File: src/rtl/fetch_pkg.sv
// Shared types and helpers for the byte-serial instruction fetch block.
package fetch_pkg;

  localparam int INST_W = 32;
  localparam int BYTE_W = 8;

  localparam logic [INST_W-1:0] DEFAULT_RESET_PC = 32'h0000_0000;

  // One buffered instruction together with the byte address it came from.
  typedef struct packed {
    logic [INST_W-1:0] inst;
    logic [INST_W-1:0] pc;
  } q_entry_t;

  // Byte sequencer position inside the word being assembled (doubles as bcnt).
  typedef enum logic [1:0] {
    SEQ_B0 = 2'd0,
    SEQ_B1 = 2'd1,
    SEQ_B2 = 2'd2,
    SEQ_B3 = 2'd3
  } seq_state_t;

  function automatic logic [INST_W-1:0] pc_plus4(input logic [INST_W-1:0] pc);
    return pc + 32'd4;
  endfunction

endpackage

File: src/rtl/fetch_if.sv
// Bundle of the instruction-memory port, the redirect request and the decode handshake.
//
// Decode handshake: inst_valid/inst/inst_pc/inst_pc4 come from the fetch side;
// a word transfers on a rising clk edge where inst_valid && inst_ready are both 1.
// While inst_valid is 1 and inst_ready is 0 the payload holds still. inst_valid
// never depends on inst_ready. A redirect in the same cycle cancels the transfer.
interface fetch_if #(
  parameter int ADDR_W = 5
);
  import fetch_pkg::*;

  logic [ADDR_W-1:0] imem_addr;
  logic [BYTE_W-1:0] imem_rdata;
  logic              redir_valid;
  logic [INST_W-1:0] redir_pc;
  logic              inst_valid;
  logic              inst_ready;
  logic [INST_W-1:0] inst;
  logic [INST_W-1:0] inst_pc;
  logic [INST_W-1:0] inst_pc4;
  logic              misalign_err;
  seq_state_t        seq_state;   // debug view of the byte sequencer

  modport master (
    output imem_addr, inst_valid, inst, inst_pc, inst_pc4, misalign_err, seq_state,
    input  imem_rdata, redir_valid, redir_pc, inst_ready
  );

  modport slave (
    input  imem_addr, inst_valid, inst, inst_pc, inst_pc4, misalign_err, seq_state,
    output imem_rdata, redir_valid, redir_pc, inst_ready
  );

endinterface

File: src/rtl/fetch_queue.sv
// Small synchronous FIFO of fetched words; flush beats push and pop.
module fetch_queue
  import fetch_pkg::*;
#(
  parameter int DEPTH = 2
) (
  input  logic     clk,
  input  logic     reset,
  input  logic     flush,
  input  logic     push,
  input  q_entry_t push_data,
  input  logic     pop,
  output logic     full,
  output logic     empty,
  output q_entry_t head
);

  localparam int PTR_W = (DEPTH > 1) ? $clog2(DEPTH) : 1;
  localparam int CNT_W = $clog2(DEPTH + 1);

  q_entry_t         mem [DEPTH];
  logic [PTR_W-1:0] wr_ptr;
  logic [PTR_W-1:0] rd_ptr;
  logic [CNT_W-1:0] count;
  logic             do_pop;
  logic             do_push;

  // A push into a full queue is only legal when the head leaves in the same edge.
  always_comb begin
    full    = (count == CNT_W'(DEPTH));
    empty   = (count == '0);
    do_pop  = pop && !empty && !flush;
    do_push = push && (!full || do_pop) && !flush;
    head    = empty ? '0 : mem[rd_ptr];
  end

  // Entry storage; needs no reset because empty gates the head.
  always_ff @(posedge clk) begin
    if (do_push) mem[wr_ptr] <= push_data;
  end

  // Pointers and occupancy.
  always_ff @(posedge clk) begin
    if (reset || flush) begin
      wr_ptr <= '0;
      rd_ptr <= '0;
      count  <= '0;
    end else begin
      if (do_push) wr_ptr <= wr_ptr + PTR_W'(1);
      if (do_pop)  rd_ptr <= rd_ptr + PTR_W'(1);
      case ({do_push, do_pop})
        2'b10:   count <= count + CNT_W'(1);
        2'b01:   count <= count - CNT_W'(1);
        default: count <= count;
      endcase
    end
  end

endmodule

File: src/rtl/fetch_unit.sv
// Byte-serial instruction fetch: assembles big-endian words from a byte-wide
// memory, queues them with their PC, and restarts on a branch/jump redirect.
module fetch_unit
  import fetch_pkg::*;
#(
  parameter int          ADDR_W   = 5,
  parameter int          QDEPTH   = 2,
  parameter logic [31:0] RESET_PC = DEFAULT_RESET_PC
) (
  input  logic   clk,
  input  logic   reset,
  fetch_if.master bus
);

  seq_state_t  state_q, state_d;
  logic [31:0] fpc_q, fpc_d;
  logic [23:0] asm_q, asm_d;
  logic        misalign_q;

  logic        q_full;
  logic        q_empty;
  q_entry_t    q_head;
  q_entry_t    push_entry;
  logic        push;
  logic        pop;
  logic        space;

  // Byte sequencer next state, assembly shift and fetch-PC update; redirect wins.
  always_comb begin
    state_d    = state_q;
    fpc_d      = fpc_q;
    asm_d      = asm_q;
    push       = 1'b0;
    pop        = !q_empty && bus.inst_ready && !bus.redir_valid;
    space      = !q_full || (!q_empty && bus.inst_ready);
    push_entry = '{inst: {asm_q, bus.imem_rdata}, pc: fpc_q};
    if (bus.redir_valid) begin
      state_d = SEQ_B0;
      fpc_d   = {bus.redir_pc[31:2], 2'b00};
      asm_d   = '0;
    end else begin
      case (state_q)
        SEQ_B0: begin
          asm_d   = {asm_q[15:0], bus.imem_rdata};
          state_d = SEQ_B1;
        end
        SEQ_B1: begin
          asm_d   = {asm_q[15:0], bus.imem_rdata};
          state_d = SEQ_B2;
        end
        SEQ_B2: begin
          asm_d   = {asm_q[15:0], bus.imem_rdata};
          state_d = SEQ_B3;
        end
        default: begin
          // Last byte: complete only when the queue can take the word, else hold.
          if (space) begin
            push    = 1'b1;
            fpc_d   = pc_plus4(fpc_q);
            state_d = SEQ_B0;
          end
        end
      endcase
    end
  end

  // Sequencer, fetch PC, assembly register and misalignment flag.
  always_ff @(posedge clk) begin
    if (reset) begin
      state_q    <= SEQ_B0;
      fpc_q      <= RESET_PC;
      asm_q      <= '0;
      misalign_q <= 1'b0;
    end else begin
      state_q    <= state_d;
      fpc_q      <= fpc_d;
      asm_q      <= asm_d;
      misalign_q <= bus.redir_valid && (bus.redir_pc[1:0] != 2'b00);
    end
  end

  fetch_queue #(
    .DEPTH(QDEPTH)
  ) u_queue (
    .clk       (clk),
    .reset     (reset),
    .flush     (bus.redir_valid),
    .push      (push),
    .push_data (push_entry),
    .pop       (pop),
    .full      (q_full),
    .empty     (q_empty),
    .head      (q_head)
  );

  // Memory address and decode-side outputs; payload reads as zero when empty.
  always_comb begin
    bus.imem_addr    = fpc_q[ADDR_W-1:0] + ADDR_W'(state_q);
    bus.inst_valid   = !q_empty;
    bus.inst         = q_head.inst;
    bus.inst_pc      = q_head.pc;
    bus.inst_pc4     = q_empty ? '0 : pc_plus4(q_head.pc);
    bus.misalign_err = misalign_q;
    bus.seq_state    = state_q;
  end

endmodule

File: src/flat_wrapper.sv
// flat-port wrapper written by rule: the top's interface ports become plain ports
module fetch_unit_flat import fetch_pkg::*;
#(
  parameter int          ADDR_W   = 5,
  parameter int          QDEPTH   = 2,
  parameter logic [31:0] RESET_PC = DEFAULT_RESET_PC
)
  (clk, reset, bus_imem_addr, bus_inst_valid, bus_inst, bus_inst_pc, bus_inst_pc4, bus_misalign_err, bus_seq_state, bus_imem_rdata, bus_redir_valid, bus_redir_pc, bus_inst_ready);
  fetch_if #(.ADDR_W(ADDR_W)) bus_i ();
  input  logic clk;
  input  logic reset;
  output wire logic [$bits(bus_i.imem_addr)-1:0] bus_imem_addr;
  output wire logic [$bits(bus_i.inst_valid)-1:0] bus_inst_valid;
  output wire logic [$bits(bus_i.inst)-1:0] bus_inst;
  output wire logic [$bits(bus_i.inst_pc)-1:0] bus_inst_pc;
  output wire logic [$bits(bus_i.inst_pc4)-1:0] bus_inst_pc4;
  output wire logic [$bits(bus_i.misalign_err)-1:0] bus_misalign_err;
  output wire logic [$bits(bus_i.seq_state)-1:0] bus_seq_state;
  input wire logic [$bits(bus_i.imem_rdata)-1:0] bus_imem_rdata;
  input wire logic [$bits(bus_i.redir_valid)-1:0] bus_redir_valid;
  input wire logic [$bits(bus_i.redir_pc)-1:0] bus_redir_pc;
  input wire logic [$bits(bus_i.inst_ready)-1:0] bus_inst_ready;
  assign bus_imem_addr = bus_i.imem_addr;
  assign bus_inst_valid = bus_i.inst_valid;
  assign bus_inst = bus_i.inst;
  assign bus_inst_pc = bus_i.inst_pc;
  assign bus_inst_pc4 = bus_i.inst_pc4;
  assign bus_misalign_err = bus_i.misalign_err;
  assign bus_seq_state = bus_i.seq_state;
  assign bus_i.imem_rdata = bus_imem_rdata;
  assign bus_i.redir_valid = bus_redir_valid;
  assign bus_i.redir_pc = bus_redir_pc;
  assign bus_i.inst_ready = bus_inst_ready;
  fetch_unit #(.ADDR_W(ADDR_W), .QDEPTH(QDEPTH), .RESET_PC(RESET_PC)) u_core (.clk(clk), .reset(reset), .bus(bus_i));
endmodule
File: config.mk
export PLATFORM = sky130hd
export DESIGN_NAME = fetch_unit_flat
export DESIGN_NICKNAME = d
export VERILOG_FILES = /design/src/rtl/fetch_pkg.sv /design/src/rtl/fetch_if.sv /design/src/rtl/fetch_queue.sv /design/src/rtl/fetch_unit.sv /design/src/flat_wrapper.sv
export SDC_FILE = /design/constraint.sdc
export NUM_CORES = 1
export LEC_CHECK = 0
export BUFFER_PORTS_ARGS = -buffer_cell sky130_fd_sc_hd__buf_2
export CAP_MARGIN = 5
export CORE_ASPECT_RATIO = 2
export CORE_MARGIN = 4
export CORE_UTILIZATION = 50
export CTS_CLUSTER_DIAMETER = 80
export DETAILED_ROUTE_END_ITERATION = 8
export HOLD_SLACK_MARGIN = 0.08
export PLACE_DENSITY = 0.75
export SYNTH_ARGS = -nofsm -noshare
export SYNTH_HDL_FRONTEND = slang
export SYNTH_SLANG_ARGS = --single-unit
export TNS_END_PERCENT = 5
File: constraint.sdc
create_clock -name clk -period 4.4 [get_ports clk]
set_clock_uncertainty 0.05 [all_clocks]
set_input_delay 0.44 -clock clk [delete_from_list [all_inputs] [get_ports clk]]
set_output_delay 0.44 -clock clk [all_outputs]
set_load 0.05 [all_outputs]
**Yosys cells after proc, flatten, opt, wreduce, memory -nomap -nowiden**

Memories as Yosys holds them, arrays and structs flattened. A register that Yosys moved wholly into a read port is not among the register bits.
Index checks and enable logic that the tools add are counted.

- Bits in latches: 0
- Register bits after elaboration: 63
- Word-level logic and storage cells: 61
- Memories kept: 1
- Memory bits (read-only): 0
- RAM bits: 128

- Magnitude comparators: 0
- Div/mod/pow operators: 0
- Reduce and logical (&&, ||, !) cells: 23
- Bitwise gates (word level): 1
- Shifts and indexed selects: 0
- Mux-type cells: 15
- Equality and inequality tests: 6
- Add/subtract/negate cells: 7
- Multiply operators: 0

Memories:

| memory | depth | width | rd ports | clocked after Yosys merged registers in | write ports | line | RTL |
|---|---|---|---|---|---|---|---|
| u_core.u_queue.mem | 2 | 64 | 1 | 1 | 1 | fetch_queue.sv:21 | `q_entry_t mem [DEPTH];` |

Operators by type and width:

| kind | count |
|---|---|
| 2-to-1 mux 32 bit | 4 |
| adder 32 x 3 -> 32 bit, second input constant | 2 |
| 2-to-1 mux 64 bit | 1 |
| logical AND 1 bit | 7 |
| 2-to-1 mux 1 bit | 7 |
| equality test 2 bit, second input constant | 3 |
| one-hot mux 2 bit (3 select lines) | 1 |
| nonzero test 2 bit | 3 |
| adder 5 x 2 -> 5 bit | 1 |
| equality test 2 x 1 -> 1 bit, second input constant | 2 |
| zero test 2 bit | 2 |
| one-hot mux 2 bit (2 select lines) | 1 |
| AND reduction 2 bit | 2 |
| nonzero test 4 bit | 1 |
| zero test 1 bit | 3 |
| logical OR 1 bit | 3 |
| OR reduction 3 bit | 1 |
| adder 1 bit, second input constant | 2 |
| adder 2 x 1 -> 2 bit, second input constant | 1 |
| 2-to-1 mux 2 bit | 1 |
| inequality test 2 x 1 -> 1 bit, second input constant | 1 |
| OR reduction 2 bit | 1 |
| subtractor 2 x 1 -> 2 bit, second input constant | 1 |
| NOT 1 bit | 1 |

**Logic depth before layout (Yosys ltp)**

Gate-level depths: netlist of the first run.

- Depth in word-level cells: 11
- Mapped depth: 10
- Gate-level depth less buffers: 8

**Modules after synthesis**

A second synthesis of the first run with hierarchy kept.

- Cells, all modules: 777
- Area, all modules: 8876.0 um^2

Modules (own cells, without submodules):

| module | area an instance (um^2) | cells each | instances | seq. area each (um^2) |
|---|---|---|---|---|
| fetch_queue | 5048.6 | 300 | 1 | 3943.8 |
| fetch_unit | 3827.4 | 477 | 1 | 1141.1 |

**Worst setup path before layout of the first run**

No wires, ideal clock.

- Path kind: register -> register
- Start point: reg u_core.state_q[1] (netlist: u_core.bus.seq_state[1])
- End point: mem u_core.u_queue.mem[0][10] (netlist bit) (enable)
- Buffers on the path: 1
- Required time: 3.868 ns
- Slack: -0.144 ns
- Period minus slack after synthesis: 4.544 ns
- Cell stages (with the launch flop): 5
- Library setup time: 0.482 ns
- Arrival time: 4.011 ns
- Cell sequence: dfxtp_1 -> ha_1 -> buf_2 -> nand3_1 -> nor2_1

- Cells in the longest elaborated chain, start to end: 8

Ends and longest elaborated chain:

| what | line | RTL |
|---|---|---|
| start, declared | fetch_unit.sv:15 | `seq_state_t state_q, state_d;` |
| start signal, assigned | fetch_unit.sv:75 | `state_q <= state_d;` |
| equality test 2 x 1 -> 1 bit, or another cell as far along | fetch_unit.sv:42 | `case (state_q)` |
| OR reduction 3 bit (no line) (*) | - |  |
| 2-to-1 mux 1 bit (*) | fetch_unit.sv:42 |  |
| 2-to-1 mux 1 bit (*) | fetch_unit.sv:37 | `if (bus.redir_valid) begin` |
| logical AND 1 bit (*) (2 in series) | fetch_queue.sv:33 | `do_push = push && (!full \|\| do_pop) && !flush;` |
| 2-to-1 mux 1 bit (*) | fetch_queue.sv:39 | `if (do_push) mem[wr_ptr] <= push_data;` |
| 2-to-1 mux 1 bit (not written as such) (*) | fetch_queue.sv:39 |  |
| end, declared | fetch_queue.sv:21 |  |

Mark *: on every way between the ends. The rest lies on a longest branch, timed or not.

==> flow_metrics.tcl, run 1 <==
set metrics [dict create \
    path_max_fanout 38 \
    end_kind "primary output" \
    syn_area_mm2 0.00862 \
    post_cts_buffers 0 \
    syn_avg_cell_area_um2 12.0 \
    status "finished, final reports clean" \
    drc_errors 0 \
    die_area_mm2 0.0195 \
    hold_buffers 0 \
    cpMaxStageDelayCell "dfxtp_4" \
    crit_required_ns 3.91 \
    power_w 0.00352 \
    finalWirelength_um 18700 \
    dieHeight_um 194 \
    start_util_pct 51.2 \
    ant_nets 0 \
    cts_buffers 17 \
    die_x_um 101 \
    cts_buffer_depth 2 \
    rows 67 \
    use_met3_pct 3.02 \
    layout-drive-gt1-share_pct 27.1 \
    synth_top_area_share_pct 43.2 \
    grt_usage_pct 19.4 \
    synth_edf_count 124 \
    min_path_cells 1 \
    layout_min_cycle_time_ns 3.74 \
    place_inst 1038 \
    hold_class "in -> reg" \
    cts_sinks 186 \
    grtUsageMet1_pct 20.0 \
    grt_max_degree 54 \
    gr-usage-met2_pct 36.6 \
    stdcell_count 1070 \
    grt_pass1_vias 5767 \
    slew_violations 0 \
    ys_types 54 \
    path_clk_slew_ns 0.07 \
    powerDensity_mw_per_mm2 351 \
    worst_pin_slew_ns 0.744 \
    finalSetupViolations 0 \
    post_drt_via_cell_ratio 5.38 \
    syn_inst 721 \
    place_hpwl_um 13600 \
    finalSetupTns_ns 0 \
    synth_common_cells "edfxtp_1 (124), nor2_1 (115), mux2i_1 (86), dfxtp_1 (62), xnor2_1 (37)" \
    yosys_warnings 0 \
    vdd_ir_drop_max_uv 263 \
    hold_slack_ns 0.164 \
    ys_seq_area_share_pct 57.6 \
    cts-resized-gates 0 \
    slew_headroom_pct 50.4 \
    maxCapViolCount 0 \
    place_congestion 0.849 \
    path_cells "a21o_1 -> and2_1 -> ha_1 -> a21boi_1 -> nand4_4 -> nor4_2 -> xor2_1 -> buf_2" \
    dr.pass1.iters 5 \
    antenna-diode-count 0 \
    reg2reg_depth 4 \
    routedWlPerCell_um 17.5 \
    drt_iter0_markers 220 \
    antenna_found_initial 0 \
    synthToLayoutAreaGrowth_pct 16.5 \
    coreArea_mm2 0.0168 \
    cpPeakStageDelay_ns 0.70 \
    yosysMostFrequentCell "edfxtp_1" \
    ys_ff_latch 186 \
    rsz0062_at_grt "false" \
    boundaryPins 149 \
    async_flop_share_pct 0 \
    gr-max-usage-layer "met2" \
    clkLatencyLatePin_ns 0.43 \
    synth_top_area_cell "edfxtp_1" \
    via_count 5757 \
    grt_first_pass_wirelength_um 29200 \
    cts-root-buf "clkbuf_16" \
    overflow 0 \
    path_class "reg -> out" \
    ys.flop_type "edfxtp_1" \
    port_buffers 144 \
    final-hold-violation-count 0 \
    num-nets-final 901 \
    htreeDepth 4 \
    startpoint_type "flop" \
    fin_crit_sh_pct 85.0 \
    synth.area.top_cells "edfxtp_1 (43%), dfxtp_1 (14%), mux2i_1 (10%)" \
    fmax_mhz 267 \
    worstPathArrival_ns 3.25 \
    leakage_nw 3.65 \
    cts_tree "yes" \
]
## power by group
part	switching (W)	leakage, nW	internal [W]
registers	0.0000350	1.67	0.00188
clock network	0.000717	0.283	0.000757
logic	0.0000823	1.70	0.0000493
total	0.000834	3.65	0.00269
## flip-flops by register name (all words and copies together) (netlist names), named ones only
signal and cells:
u_core.asm_q 24, u_core.bus.misalign_err 1, u_core.bus.seq_state 2, u_core.fpc_q 30
u_core.u_queue.count 2, u_core.u_queue.mem 124, u_core.u_queue.rd_ptr 1, u_core.u_queue.wr_ptr 1
## per-layer routing
| layer | wire length (um) | up-vias |
|---|---|---|
| met5 | 0 | - |
| met4 | 659 | 0 |
| met3 | 821 | 38 |
| met2 | 10600 | 158 |
| met1 | 6680 | 2739 |
| li1 | - | 2822 |
## layout by cell type, fill, tap and decap left out, drive strengths merged, types with 6 or more instances in the layout
cell / Yosys / layout
a211oi: 22 / 22
a21oi: 13 / 13
and2: 6 / 6
buf: 32 / 152
clkbuf: 13 / 17
clkinv: 0 / 7
dfxtp: 62 / 62
edfxtp: 124 / 124
ha: 7 / 7
inv: 17 / 24
mux2i: 86 / 86
nand2: 38 / 38
nand3: 29 / 29
nand3b: 8 / 8
nand4: 12 / 12
nor2: 117 / 117
nor3: 28 / 28
nor4: 11 / 11
o21ai: 6 / 6
o21bai: 6 / 6
xnor2: 37 / 37
xor2: 19 / 19
## critical path: cells and delay by family (launching register included)
family,cells,cell delay (ns)
buffers and inverters,1,0.31
and+or+nand+nor,3,0.75
adders and majority gates,1,0.23
DFF,1,0.70
xor gates and xnor gates,1,0.27
AOI/OAI and AO/OA,2,0.54
## per-stage QoR
step | util [%] | worst slack, ns | instance area (um2)
final | 59.6 | 0.660 | 10000
after global routing | 59.6 | 0.487 | 10000
after CTS | 59.6 | 0.591 | 10000
after detailed placement | 56.2 | 1.07 | 9460
after global placement | 56.2 | 1.08 | 9460
after floorplan | - | -0.144 | 8630
## final cells by class
class	instances	area, um2
clock buffer	17	425
clock inverter	15	156
fill	1432	6800
inverter	17	63.8
multi-input combinational	476	3370
sequential	186	4970
tap	207	259
timing repair buffer	152	806
## path summary, 6_finish.rpt
| kind | to | startpoint | slack, ns |
|---|---|---|---|
| max | bus_inst_pc4[22] | flop | 0.66 |
| min | u_core.u_queue.mem[1][37]$_DFFE_PP_ | bus_imem_rdata[5] | 0.16 |
| max reg2reg | u_core.u_queue.mem[0][55]$_DFFE_PP_ | u_core.u_queue.count[0]$_SDFFE_PP0P_ | 1.89 |
| min reg2reg | u_core.u_queue.mem[0][62]$_DFFE_PP_ | u_core.asm_q[22]$_SDFFE_PP0P_ | 0.41 |
## cells by family (layout without fill, tap and decap cells)
| group | after synthesis | in the layout | synth area share, % |
|---|---|---|---|
| AOI/OAI and AO/OA | 57 | 57 | 5.11 |
| other | 1 | 4 | 0.0435 |
| buffers and inverters | 62 | 201 | 3.69 |
| xor gates and xnor gates | 56 | 56 | 5.69 |
| and+or+nand+nor | 265 | 265 | 16.7 |
| DFF | 186 | 186 | 57.6 |
| muxes | 87 | 87 | 10.1 |
| adders and majority gates | 7 | 7 | 1.02 |
Note: power is estimated with default switching activity, not from simulation.
==> inputs of run 2 (changes only) <==
ABC_AREA = 1   (was unset)
PLACE_DENSITY = 0.72   (was 0.75)
clock period = 3.91 ns   (was 4.4 ns; I/O delays follow)
==> run 2 against run 1 <==
Net effect: worst setup slack got worse by 0.21 ns; synthesized area grew 6.2%; first-iteration DRC count up 95%; flip-flop and latch count is the same; largest cell class unchanged.
==> flow_metrics.tcl, run 2 <==
set metrics [dict create \
    critPathCapture "bus_inst_pc4[20]" \
    coreArea_mm2 0.0179 \
    multi_input_area_mm2 0.00349 \
    maxCapViolCount 0 \
    boundaryPins 149 \
    post_cts_buffers 0 \
    die_area_mm2 0.0207 \
    ys_types 39 \
    stdcell_area_mm2 0.0106 \
    p_comb_share_pct 4.2 \
    internal_power_w 0.00320 \
    fillers 1663 \
    worst_pin_slew_ns 1.16 \
    antenna_found_initial 0 \
    syn_inst 1115 \
    place_congestion 0.924 \
    cp.depth 12 \
    place_hpwl_um 19500 \
    rows 69 \
    routedWlPerCell_um 17.8 \
    largest_register_ffs 124 \
    ys.flop_type "edfxtp_1" \
    htreeDepth 4 \
    startpoint_type "flop" \
    ant_nets 0 \
    cts_sinks 186 \
    cp_top_family "simple AND/OR/NAND/NOR gates" \
    leakage_nw 4.67 \
    worstPathArrival_ns 3.02 \
    swShare_pct 21.6 \
    fin_crit_sh_pct 88.5 \
    drc_errors 0 \
    cts_tree "yes" \
    synthToLayoutAreaGrowth_pct 15.8 \
    num-nets-final 1291 \
    synth_top_area_cell "edfxtp_1" \
    path_clk_slew_ns 0.07 \
    syn_avg_cell_area_um2 8.21 \
    dr.pass1.iters 7 \
    hold_slack_ns 0.100 \
    yosys_warnings 0 \
    synth_edf_count 124 \
    path_class "reg -> out" \
    slew_headroom_pct 22.3 \
    dieHeight_um 199 \
    port_buffers 144 \
    synth.area.top_cells "edfxtp_1 (41%), nand2_1 (16%), dfxtp_1 (14%)" \
    p_seq_share_pct 52.9 \
    cpMostUsedCell "nand2_1" \
    antenna-diode-count 0 \
    path_max_fanout 28 \
    powerDensity_mw_per_mm2 385 \
    grt_max_degree 65 \
    largestRegisters "u_core.u_queue.mem x124, u_core.fpc_q x30, u_core.asm_q x24" \
    grt_first_pass_wirelength_um 40200 \
    async_flop_share_pct 0 \
    reg2reg_depth 11 \
    final_cell_mix "nand2_1 (392), buf_2 (144), edfxtp_1 (124), inv_1 (113), nor2_1 (94)" \
    final_util_pct 59.3 \
    final-hold-violation-count 0 \
    cpPeakStageDelay_ns 0.36 \
    start_util_pct 51.2 \
    syn_area_mm2 0.00915 \
    switching_power_w 0.000879 \
    rsz0062_at_grt "false" \
    cts_buffer_depth 2 \
    yosysMostFrequentCell "nand2_1" \
    r2r-start "u_core.u_queue.count[0]$_SDFFE_PP0P_" \
    end_kind "primary output" \
    path_cells "inv_2 -> nand2_1 -> nand2_1 -> nand2_1 -> inv_1 -> ha_1 -> nand3_1 -> nor2_4 -> nand3b_1 -> nor2_2 -> xor2_1 -> buf_2" \
    hold_class "in -> reg" \
    regToRegSetupSlack_ns 1.34 \
    synth_common_cells "nand2_1 (392), edfxtp_1 (124), inv_1 (113), nor2_1 (96), a21oi_1 (81)" \
    ys_seq_area_share_pct 54.3 \
    drt_iter0_markers 428 \
    final_common_cell "nand2_1" \
    finalWirelength_um 26000 \
    regMostFlops "u_core.u_queue.mem" \
    p_clk_share_pct 42.9 \
    ys_ff_latch 186 \
    status "finished, final reports clean" \
    die_x_um 104 \
    grt_pass1_vias 7764 \
    finalSetupViolations 0 \
    layout-drive-gt1-share_pct 18.1 \
    crit_required_ns 3.47 \
    cpMaxStageDelayCell "inv_2" \
    vdd_ir_drop_max_uv 299 \
    grt_usage_pct 25.4 \
    hold_buffers 0 \
    r2r_end "u_core.u_queue.count[1]$_SDFFE_PP0P_" \
    placed_cell_area_mm2 0.00998 \
    cts-resized-gates 0 \
    critPathBufInv 3 \
    area.sequential_mm2 0.00497 \
    cts_buffers 17 \
    synth_top_area_share_pct 40.7 \
    layout_min_cycle_time_ns 3.46 \
    via_count 7844 \
    clkLatencyLatePin_ns 0.43 \
    finalSetupTns_ns 0 \
    overflow 0 \
    post_drt_via_cell_ratio 5.35 \
    cts-root-buf "clkbuf_16" \
    slew_violations 0 \
    fmax_mhz 289 \
]
run 2: metal layers:
metal	GRT usage (%)	vias to the layer above	routed length, um
met3	4.20	88	1350
met2	50.4	328	14700
met5	0	-	0
met1	24.4	3589	8590
met4	14.7	0	1420
li1	-	3839	-
run 2: power by group through the flow:
stage / Combinational [W] / Clock [W] / Sequential, W
2_1_floorplan: 0.000112 / 0 / 0.00219
3_3_place_gp: 0.000165 / 0 / 0.00220
3_5_place_dp: 0.000168 / 0 / 0.00220
4_1_cts: 0.000169 / 0.00177 / 0.00216
5_1_grt: 0.000186 / 0.00186 / 0.00216
6_report: 0.000169 / 0.00175 / 0.00216
run 2: worst min-delay path: stages:
cell and delay (ns):
buf_2 0.07, nand2_1 0.04, nand2_1 0.05
run 2: cell type report:
| type | count | share of cell area [%] |
|---|---|---|
| flip-flops and latches | 186 | 46.9 |
| multi-input cells | 763 | 33.0 |
| repair buffers | 153 | 7.68 |
| clock buffers | 23 | 4.70 |
| inverters | 119 | 4.22 |
| well taps | 213 | 2.52 |
| clock inverters | 9 | 1.06 |
run 2: cell families after synthesis:
logic type	Yosys count	share of synthesized area, %
AOI/OAI and AO/OA	131	7.66
xor gates and xnor gates	18	1.72
adders and majority gates	7	0.957
buffers and inverters	169	7.89
DFF	186	54.3
other	1	0.0410
and+or+nand+nor	603	27.5
run 2: metrics by stage:
stage / std cells / power, W / worst slack, ns
floorplan: 1118 / 0.00230 / -0.804
global placement: 1434 / 0.00236 / 0.900
detailed placement: 1434 / 0.00237 / 0.878
CTS: 1466 / 0.00410 / 0.395
global route: 1466 / 0.00420 / 0.194
finish: 1466 / 0.00408 / 0.448
run 2: how the worst min path moves through the flow:
stage	start	end	slack [ns]	depth (start not counted)
floorplan	u_core.asm_q[22]$_SDFFE_PP0P_	u_core.u_queue.mem[0][62]$_DFFE_PP_	0.37	0
global placement	u_core.asm_q[17]$_SDFFE_PP0P_	u_core.u_queue.mem[0][57]$_DFFE_PP_	0.38	0
detailed placement	u_core.asm_q[7]$_SDFFE_PP0P_	u_core.u_queue.mem[0][47]$_DFFE_PP_	0.39	0
CTS	bus_redir_pc[11]	u_core.fpc_q[11]$_SDFFE_PP0P_	0.09	3
global route	bus_redir_pc[11]	u_core.fpc_q[11]$_SDFFE_PP0P_	0.10	3
finish	bus_redir_pc[11]	u_core.fpc_q[11]$_SDFFE_PP0P_	0.10	3
